### config.mk
export PLATFORM = sky130hd
export DESIGN_NAME = md_unit_flat
export DESIGN_NICKNAME = d
export VERILOG_FILES = /design/src/rtl/md_pkg.sv /design/src/rtl/md_if.sv /design/src/rtl/md_negate.sv /design/src/rtl/md_unit.sv /design/src/flat_wrapper.sv
export SDC_FILE = /design/constraint.sdc
export NUM_CORES = 1
export LEC_CHECK = 0
export CORE_MARGIN = 2
export CORE_UTILIZATION = 54
export DETAILED_ROUTE_END_ITERATION = 7
export HOLD_SLACK_MARGIN = 0.12
export PLACE_DENSITY = 0.79
export SLEW_MARGIN = 20
export SYNTH_ARGS = -nofsm -noshare
export SYNTH_HDL_FRONTEND = slang
export SYNTH_HIERARCHICAL = 1
export SYNTH_SLANG_ARGS = --single-unit
### constraint.sdc
create_clock -name CLK -period 3.35 [get_ports CLK]
set_input_delay 0.67 -clock CLK [delete_from_list [all_inputs] [get_ports CLK]]
set_output_delay 0.67 -clock CLK [all_outputs]
set_load 0.05 [all_outputs]
### src/rtl/md_pkg.sv
`default_nettype none
// ============================================================================
// md_pkg : shared encodings for the iterative multiply/divide unit
// Rev 1.0
// ============================================================================
package md_pkg;

    localparam int DEF_WIDTH = 32;

    localparam logic [1:0] OP_MULT  = 2'b00;
    localparam logic [1:0] OP_MULTU = 2'b01;
    localparam logic [1:0] OP_DIV   = 2'b10;
    localparam logic [1:0] OP_DIVU  = 2'b11;

    typedef enum logic [1:0] {
        S_IDLE = 2'd0,
        S_CALC = 2'd1,
        S_FIX  = 2'd2,
        S_FIN  = 2'd3
    } state_t;

endpackage
`default_nettype wire

### src/rtl/md_if.sv
`default_nettype none
// ============================================================================
// md_if : operand/handshake/HI-LO bundle between control path and md_unit
// Rev 1.0
// ============================================================================
interface md_if #(
    parameter int WIDTH = md_pkg::DEF_WIDTH
);
    logic             START;
    logic [1:0]       OP;
    logic [WIDTH-1:0] A;
    logic [WIDTH-1:0] B;
    logic             WR_HI;
    logic             WR_LO;
    logic [WIDTH-1:0] WDATA;
    logic             BUSY;
    logic             DONE;
    logic             DIV_BY_ZERO;
    logic [WIDTH-1:0] HI;
    logic [WIDTH-1:0] LO;

    modport master (
        output START, OP, A, B, WR_HI, WR_LO, WDATA,
        input  BUSY, DONE, DIV_BY_ZERO, HI, LO
    );

    modport slave (
        input  START, OP, A, B, WR_HI, WR_LO, WDATA,
        output BUSY, DONE, DIV_BY_ZERO, HI, LO
    );
endinterface
`default_nettype wire

### src/rtl/md_negate.sv
`default_nettype none
// ============================================================================
// md_negate : conditional two's-complement negate
// Rev 1.0
// ============================================================================
module md_negate #(
    parameter int W = 32
) (
    input  wire logic         i_en,
    input  wire logic [W-1:0] i_val,
    output logic      [W-1:0] o_val
);
    assign o_val = i_en ? (~i_val + {{(W-1){1'b0}}, 1'b1}) : i_val;
endmodule
`default_nettype wire

### src/rtl/md_unit.sv
`default_nettype none
// ============================================================================
// md_unit : iterative MULT/MULTU/DIV/DIVU with HI/LO result registers
// Rev 1.0
// ============================================================================
module md_unit
    import md_pkg::*;
#(
    parameter int WIDTH = DEF_WIDTH
) (
    input  wire logic CLK,
    input  wire logic RST_N,
    md_if.slave       bus
);
    localparam int CW = $clog2(WIDTH);
    localparam logic [CW-1:0] C_LAST = CW'(WIDTH - 1);

    state_t             r_state, w_state_nxt;
    logic [2*WIDTH-1:0] r_acc;
    logic [WIDTH-1:0]   r_b, r_hi, r_lo;
    logic [CW-1:0]      r_cnt;
    logic               r_is_div, r_neg_q, r_neg_r, r_dbz;

    logic               w_open, w_accept, w_signed, w_dbz;
    logic [WIDTH-1:0]   w_abs_a, w_abs_b, w_quo_fix, w_rem_fix;
    logic [2*WIDTH-1:0] w_prod_fix, w_mul_next, w_div_next;
    logic [WIDTH:0]     w_msum, w_rem_sh, w_diff;

    assign w_open   = (r_state == S_IDLE) || (r_state == S_FIN);
    assign w_accept = bus.START && w_open;
    assign w_signed = ~bus.OP[0];
    assign w_dbz    = bus.OP[1] && (bus.B == '0);

    md_negate #(.W(WIDTH)) u_neg_a (.i_en(w_signed & bus.A[WIDTH-1]), .i_val(bus.A), .o_val(w_abs_a));
    md_negate #(.W(WIDTH)) u_neg_b (.i_en(w_signed & bus.B[WIDTH-1]), .i_val(bus.B), .o_val(w_abs_b));
    md_negate #(.W(2*WIDTH)) u_neg_p (.i_en(r_neg_q), .i_val(r_acc), .o_val(w_prod_fix));
    md_negate #(.W(WIDTH)) u_neg_q (.i_en(r_neg_q), .i_val(r_acc[WIDTH-1:0]), .o_val(w_quo_fix));
    md_negate #(.W(WIDTH)) u_neg_r (.i_en(r_neg_r), .i_val(r_acc[2*WIDTH-1:WIDTH]), .o_val(w_rem_fix));

    // Multiply: accumulator is {partial product, remaining multiplier bits}
    assign w_msum     = {1'b0, r_acc[2*WIDTH-1:WIDTH]} + (r_acc[0] ? {1'b0, r_b} : '0);
    assign w_mul_next = {w_msum, r_acc[WIDTH-1:1]};

    // Divide: accumulator is {remainder, dividend shifting into quotient}
    assign w_rem_sh   = r_acc[2*WIDTH-1:WIDTH-1];
    assign w_diff     = w_rem_sh - {1'b0, r_b};
    assign w_div_next = w_diff[WIDTH] ? {w_rem_sh[WIDTH-1:0], r_acc[WIDTH-2:0], 1'b0}
                                      : {w_diff[WIDTH-1:0],   r_acc[WIDTH-2:0], 1'b1};

    always_ff @(posedge CLK or negedge RST_N) begin
        if (!RST_N) r_state <= S_IDLE;
        else        r_state <= w_state_nxt;
    end

    always_comb begin
        w_state_nxt = r_state;
        case (r_state)
            S_IDLE, S_FIN: begin
                if (w_accept) w_state_nxt = w_dbz ? S_FIN : S_CALC;
                else          w_state_nxt = S_IDLE;
            end
            S_CALC:  if (r_cnt == C_LAST) w_state_nxt = S_FIX;
            S_FIX:   w_state_nxt = S_FIN;
            default: w_state_nxt = S_IDLE;
        endcase
    end

    always_ff @(posedge CLK or negedge RST_N) begin
        if (!RST_N) begin
            r_acc    <= '0;
            r_b      <= '0;
            r_hi     <= '0;
            r_lo     <= '0;
            r_cnt    <= '0;
            r_is_div <= 1'b0;
            r_neg_q  <= 1'b0;
            r_neg_r  <= 1'b0;
            r_dbz    <= 1'b0;
        end else if (w_accept) begin
            r_is_div <= bus.OP[1];
            r_acc    <= {{WIDTH{1'b0}}, w_abs_a};
            r_b      <= w_abs_b;
            r_neg_q  <= w_signed & (bus.A[WIDTH-1] ^ bus.B[WIDTH-1]);
            r_neg_r  <= w_signed & bus.A[WIDTH-1];
            r_cnt    <= '0;
            r_dbz    <= w_dbz;
            if (w_dbz) begin
                r_hi <= bus.A;
                r_lo <= '1;
            end
        end else if (w_open) begin
            if (bus.WR_HI) r_hi <= bus.WDATA;
            if (bus.WR_LO) r_lo <= bus.WDATA;
        end else if (r_state == S_CALC) begin
            r_acc <= r_is_div ? w_div_next : w_mul_next;
            r_cnt <= r_cnt + 1'b1;
        end else if (r_state == S_FIX) begin
            if (r_is_div) begin
                r_hi <= w_rem_fix;
                r_lo <= w_quo_fix;
            end else begin
                {r_hi, r_lo} <= w_prod_fix;
            end
        end
    end

    assign bus.BUSY        = (r_state == S_CALC) || (r_state == S_FIX);
    assign bus.DONE        = (r_state == S_FIN);
    assign bus.DIV_BY_ZERO = r_dbz;
    assign bus.HI          = r_hi;
    assign bus.LO          = r_lo;

endmodule
`default_nettype wire

### src/flat_wrapper.sv
// flat-port wrapper written by rule: the top's interface ports become plain ports
module md_unit_flat import md_pkg::*;
#(
    parameter int WIDTH = DEF_WIDTH
)
  (CLK, RST_N, bus_START, bus_OP, bus_A, bus_B, bus_WR_HI, bus_WR_LO, bus_WDATA, bus_BUSY, bus_DONE, bus_DIV_BY_ZERO, bus_HI, bus_LO);
  md_if #(.WIDTH(WIDTH)) bus_i ();
  input  wire logic CLK;
  input  wire logic RST_N;
  input wire logic [$bits(bus_i.START)-1:0] bus_START;
  input wire logic [$bits(bus_i.OP)-1:0] bus_OP;
  input wire logic [$bits(bus_i.A)-1:0] bus_A;
  input wire logic [$bits(bus_i.B)-1:0] bus_B;
  input wire logic [$bits(bus_i.WR_HI)-1:0] bus_WR_HI;
  input wire logic [$bits(bus_i.WR_LO)-1:0] bus_WR_LO;
  input wire logic [$bits(bus_i.WDATA)-1:0] bus_WDATA;
  output wire logic [$bits(bus_i.BUSY)-1:0] bus_BUSY;
  output wire logic [$bits(bus_i.DONE)-1:0] bus_DONE;
  output wire logic [$bits(bus_i.DIV_BY_ZERO)-1:0] bus_DIV_BY_ZERO;
  output wire logic [$bits(bus_i.HI)-1:0] bus_HI;
  output wire logic [$bits(bus_i.LO)-1:0] bus_LO;
  assign bus_i.START = bus_START;
  assign bus_i.OP = bus_OP;
  assign bus_i.A = bus_A;
  assign bus_i.B = bus_B;
  assign bus_i.WR_HI = bus_WR_HI;
  assign bus_i.WR_LO = bus_WR_LO;
  assign bus_i.WDATA = bus_WDATA;
  assign bus_BUSY = bus_i.BUSY;
  assign bus_DONE = bus_i.DONE;
  assign bus_DIV_BY_ZERO = bus_i.DIV_BY_ZERO;
  assign bus_HI = bus_i.HI;
  assign bus_LO = bus_i.LO;
  md_unit #(.WIDTH(WIDTH)) u_core (.CLK(CLK), .RST_N(RST_N), .bus(bus_i));
endmodule
* Yosys cells after proc, flatten, opt, wreduce, memory -nomap -nowiden
Cells that the tools add are included.
Cells by class: add/subtract/negate cells 8, eq/ne operators 10, muxes and demuxes 32, bitwise operators 10, reduce and logical (&&, ||, !) cells 12
Operators with widths (count):
- 2-to-1 mux 32 bit | 19
- 2-to-1 mux 64 bit | 6
- adder 32 x 1 -> 32 bit (second input constant) | 4
- NOT 32 bit | 4
- adder 64 x 1 -> 64 bit (second input constant) | 1
- NOT 64 bit | 1
- adder 32 x 33 -> 33 bit | 1
- subtractor 33 x 32 -> 33 bit | 1
- logical NOT 32 bit | 1
- 2-to-1 mux 5 bit | 3
- AND reduction 4 bit | 2
- 2-to-1 mux 2 bit | 3
- != test 3 bit (second input constant) | 2
- one-hot mux 2 bit (3 select lines) | 1
- adder 5 x 1 -> 5 bit (second input constant) | 1
- equality test 5 bit (second input constant) | 1
- equality test 2 bit (second input constant) | 2
- != test 2 bit (second input constant) | 2
- bitwise AND 1 bit | 3
- != test 3 x 1 -> 1 bit (second input constant) | 1
- nonzero test 3 bit | 1
- equality test 2 x 1 -> 1 bit (second input constant) | 1
- logical AND 1 bit | 2
- logical NOT 2 bit | 1
- 7 further kinds | 8
Word-level totals: register bits 171, bits of input ports 103, output and inout port bits 67, word-level logic and storage cells 82

* Depth between registers and ports, before layout
word-level depth 8, gate-level depth with buffers 14

* Hierarchy
Netlist, hierarchy kept.
Modules (own cells, without submodules):
- md_unit | instances 1, cells an instance 1552, area an instance 12844.8 um^2, seq. area each 4279.1 um^2
- md_negate (u_core.u_neg_a ...) | instances 4, cells an instance 99, area an instance 777.0 um^2, seq. area each 0.0 um^2
- md_negate (u_core.u_neg_p) | instances 1, cells an instance 206, area an instance 1649.1 um^2, seq. area each 0.0 um^2

* Worst setup path after synthesis
OpenSTA, ideal clock, no wires.
kind register to register, start reg u_core.r_acc[0], end reg u_core.r_acc[63], arrival time 3.134 ns, data required time 3.268 ns, slack 0.135 ns, cell stages (with the launch flop) 15, path buffers 1, cells stage by stage dfrtp_1 clkbuf_1 and2_1 ha_1 inv_1 fa_1 nor2b_1 o31ai_1 a21o_1 a21oi_1 a31oi_1 o21ai_0 a21oi_1 a311o_1 a31oi_1
Between the ends: longest elaborated chain between the ends 6
RTL lines:
- start: declaration | line md_unit.sv:19 | logic [2*WIDTH-1:0] r_acc;
- start signal: assignment | line md_unit.sv:81 | r_acc <= {{WIDTH{1'b0}}, w_abs_a};
- start signal: assignment | line md_unit.sv:95 | r_acc <= r_is_div ? w_div_next : w_mul_next;
- 2-to-1 mux 32 bit | line md_unit.sv:41 | assign w_msum = {1'b0, r_acc[2*WIDTH-1:WIDTH]} + (r_acc[0] ? {1'b0, r_b} : '0);
- adder 32 x 33 -> 33 bit | line md_unit.sv:41
- 2-to-1 mux 64 bit | line md_unit.sv:95
- 2-to-1 mux 64 bit | line md_unit.sv:94 | end else if (r_state == S_CALC) begin
- 2-to-1 mux 64 bit | line md_unit.sv:91 | end else if (w_open) begin
- 2-to-1 mux 64 bit | line md_unit.sv:79 | end else if (w_accept) begin
Every way passes these cells. The select of a mux whose other input is x is not followed. A chain may end at the register's enable or synchronous reset.

* Final worst setup path
start reg u_core.r_acc[31], end reg u_core.r_acc[54]
Between the ends: longest elaborated chain between the ends 6
RTL lines:
- subtractor 33 x 32 -> 33 bit | line md_unit.sv:46 | assign w_diff = w_rem_sh - {1'b0, r_b};
- 2-to-1 mux 64 bit | line md_unit.sv:47 | assign w_div_next = w_diff[WIDTH] ? {w_rem_sh[WIDTH-1:0], r_acc[WIDTH-2:0], 1'b0}
- 2-to-1 mux 64 bit | line md_unit.sv:95
- 2-to-1 mux 64 bit | line md_unit.sv:94
- 2-to-1 mux 64 bit | line md_unit.sv:91
- 2-to-1 mux 64 bit | line md_unit.sv:79
Every way passes these cells. The select of a mux whose other input is x is not followed.

==> impl_metrics.csv <==
group,metric,value,unit
run_status,status,"completed",
floorplan,die-area,34100,sq um
sta,slew_viol_final,0,
global_routing,gr-usage-met2,55.0,%
setup_path,r2r_slack,170,ps
placement,dpl_cell_area,20500,sq um
clock_tree,clock_latency,450,ps
detailed_routing,drc_errors,0,
placement,gp_congestion,1.02,
detailed_routing,via_per_inst,6.32,
global_routing,grt_max_degree,130,
detailed_routing,wl,59200,um
setup_path,startpoint_type,"flop",
pwr,seqPwrFrac,16.5,%
detailed_routing,via_count,17800,
clock_tree,numCtsBuffers,17,
global_routing,grt_pass1_wl,91900,um
pwr,p_sw_share,54.5,%
yosys,async_flop_share,100,%
pwr,power_density,1230,nW/um^2
sta,worst_slack,167,ps
yosys,synth-seq-cells,171,
sta,fin_crit,3180,ps
finish,final_cell_mix,"nand2_1 (342), o21ai_0 (286), xnor2_1 (218), clkdlybuf4s50_1 (167), dfrtp_1 (167)",
yosys,yosysSeqAreaShare,24.3,%
detailed_routing,wire_per_inst,21.0,um
global_routing,grt.overflow.total,0,
global_routing,gr-max-usage-layer,"met2",
setup_path,critPathKind,"flop to flop",
setup_path,rr_endpoint,"u_core/r_acc[54]",
sta,worst_slew_pin_slew,1050,ps
finish,fin_area,21200,sq um
setup_path,crit_path_start,"u_core/r_acc[31]",
yosys,syn_area,17600,sq um
clock_tree,cts_tree,"built",
placement,place_hpwl,44800,um
floorplan,fp.dieH,185,um
setup_path,crit_fanout,6,
detailed_routing,drtIter0Drc,1956,
yosys,synth.distinct_cells,86,
pwr,p_leak,8.54,nW
detailed_routing,ant_nets,0,
placement,portBuffers,169,
setup_path,ff2ff_path_depth,13,
sta,fin_worst_skew,10.4,ps
yosys,ys.flop_type,"dfrtp_1",
yosys,syn_avg_cell_area,8.17,sq um
finish,multi_input_area,12600,sq um
sta,max_freq,0.314,GHz
sta,finalSetupViolCount,0,
floorplan,num_rows,66,
floorplan,core_area,32300,sq um
global_routing,use_met3,5.61,%
pwr,peakVddDrop,0.985,mV
finish,seq_area,4290,sq um
finish,n_antenna_cell,0,
sta,whs,173,ps
yosys,syn-instance-count,2154,
pwr,power_frac_comb,75.9,%
setup_path,r2r_start,"u_core/r_acc[31]",
floorplan,die_width,185,um
floorplan,ioPinCount,170,
sta,hold_violations,0,
clock_tree,clock-sinks,171,
finish,area_growth,20.4,%
clock_tree,postCtsHoldBufs,0,
yosys,synth_edf_count,0,
placement,detailedPlace.worstSlack,-18.7,ps
finish,layout-drive-gt1-share,13.6,%
finish,fin_nets,2544,
clock_tree,cts-root-buf,"clkbuf_16",
pwr,power.total,26.0,mW
yosys,syn-num-nets,2333,
pwr,power_switching,14.2,mW
global_routing,grt_use_met1,44.8,%
worst_hold_path,min_path_type,"primary input to async pin",
floorplan,initial_utilization,54.5,%
pwr,p_int,11.8,mW
global_routing,antenna_found_initial,0,
pwr,p_clk_share,7.6,%
job,max-cap-violations,0,
finish,layout_commonest_cell,"nand2_1",
clock_tree,cts_buffer_depth,2,
clock_tree,htree_num_levels,4,
global_routing,grt_pass1_vias,16900,
sta,finalCritPeriodShare,95.0,%
detailed_routing,drt-pass1-iter-count,5,
sta,relSlewSlack,29.7,%
finish,nFillCells,2653,
global_routing,grt.total_usage,34.4,%
setup_path,cp.arrival,3510,ps
yosys,ys_warn_count,6,
setup_path,cp-end-kind,"flop",
setup_path,critPathRequiredTime,3670,ps
clock_tree,path_clk_slew,70,ps
[kinds of logic after synthesis]
group,synth area share [%]
AOI/OAI and AO/OA,24.5
xor gates and xnor gates,11.7
adders and majority gates,5.49
buffers and inverters,4.40
DFF,24.3
muxes,9.42
and+or+nand+nor,20.2
[cell usage after synthesis, types with 27 or more instances]
cell	count	area share (%)
ha_1	74	5.3
inv_1	69	1.5
nand2_1	342	7.3
xnor2_1	218	11
clkbuf_1	84	1.8
o31ai_1	92	3.9
mux2_2	33	2.1
mux2i_1	127	7.2
a21oi_1	77	2.2
o21ai_0	287	8.2
dfrtp_1	171	24
and2_1	34	1.2
a21o_1	33	1.4
o41ai_1	29	1.4
nor2_1	59	1.3
nand2b_1	27	0.96
[sequential cells by signal, summed over array words and instances (netlist names)]
| register | flops |
|---|---|
| u_core/r_acc | 64 |
| u_core/bus.HI | 32 |
| u_core/bus.LO | 32 |
| u_core/r_b | 32 |
| u_core/r_cnt | 5 |
| u_core/r_state | 2 |
| u_core/bus.DIV_BY_ZERO | 1 |
| u_core/r_is_div | 1 |
| u_core/r_neg_q | 1 |
| u_core/r_neg_r | 1 |
[metal layers]
| metal | wire [um] | up-vias |
|---|---|---|
| met1 | 24700 | 8420 |
| met2 | 26400 | 987 |
| met3 | 5150 | 160 |
| met5 | 0 | - |
| li1 | - | 8252 |
| met4 | 2870 | 0 |
[worst max-delay path: stages, from the launching register on]
cell and delay, ps:
dfrtp_1 360, inv_1 60, ha_1 260, fa_2 370, nand2b_1 190, a21oi_2 240
o21ai_4 120, a211oi_4 320, o21a_1 210, o311a_4 230, buf_4 150, mux2_4 300
a22oi_2 130, o21ai_1 100
[layout make-up]
type	count	area share, %
well taps	442	2.61
inverters	69	1.23
flip-flops and latches	171	20.2
clock buffers	18	2.02
repair buffers	314	13.6
multi-input cells	1792	59.6
clock inverters	14	0.649
[worst max-delay path by stage]
stage	to	slack [ps]
2_1_floorplan	u_core/r_acc[63]	130
3_3_place_gp	u_core/bus.LO[9]	50
3_5_place_dp	u_core/bus.LO[22]	-20
4_1_cts	u_core/r_acc[54]	30
5_1_grt	u_core/r_acc[58]	-5
6_report	u_core/r_acc[54]	170
[through the flow]
step	utilization, %	cells	TNS, ps
global route	65.7	2820	-4.69
finish	65.7	2820	0
floorplan	-	2154	0
global placement	63.6	2786	0
detailed placement	63.6	2786	-74.4
CTS	65.4	2818	0
[power groups by stage]
stage / registers, mW / clock network, mW / logic [mW]
finish: 4.28 / 1.98 / 19.7
global route: 4.40 / 2.06 / 21.3
CTS: 4.24 / 2.00 / 19.3
detailed placement: 4.28 / 0 / 19.1
global placement: 4.24 / 0 / 18.7
floorplan: 5.72 / 0 / 11.9
[what timing repair did]
action,in CTS,in global routing
gates resized for setup,0,17
setup endpoints to repair,0,24
setup buffers,0,2
Power figures use the tool's default switching activity.
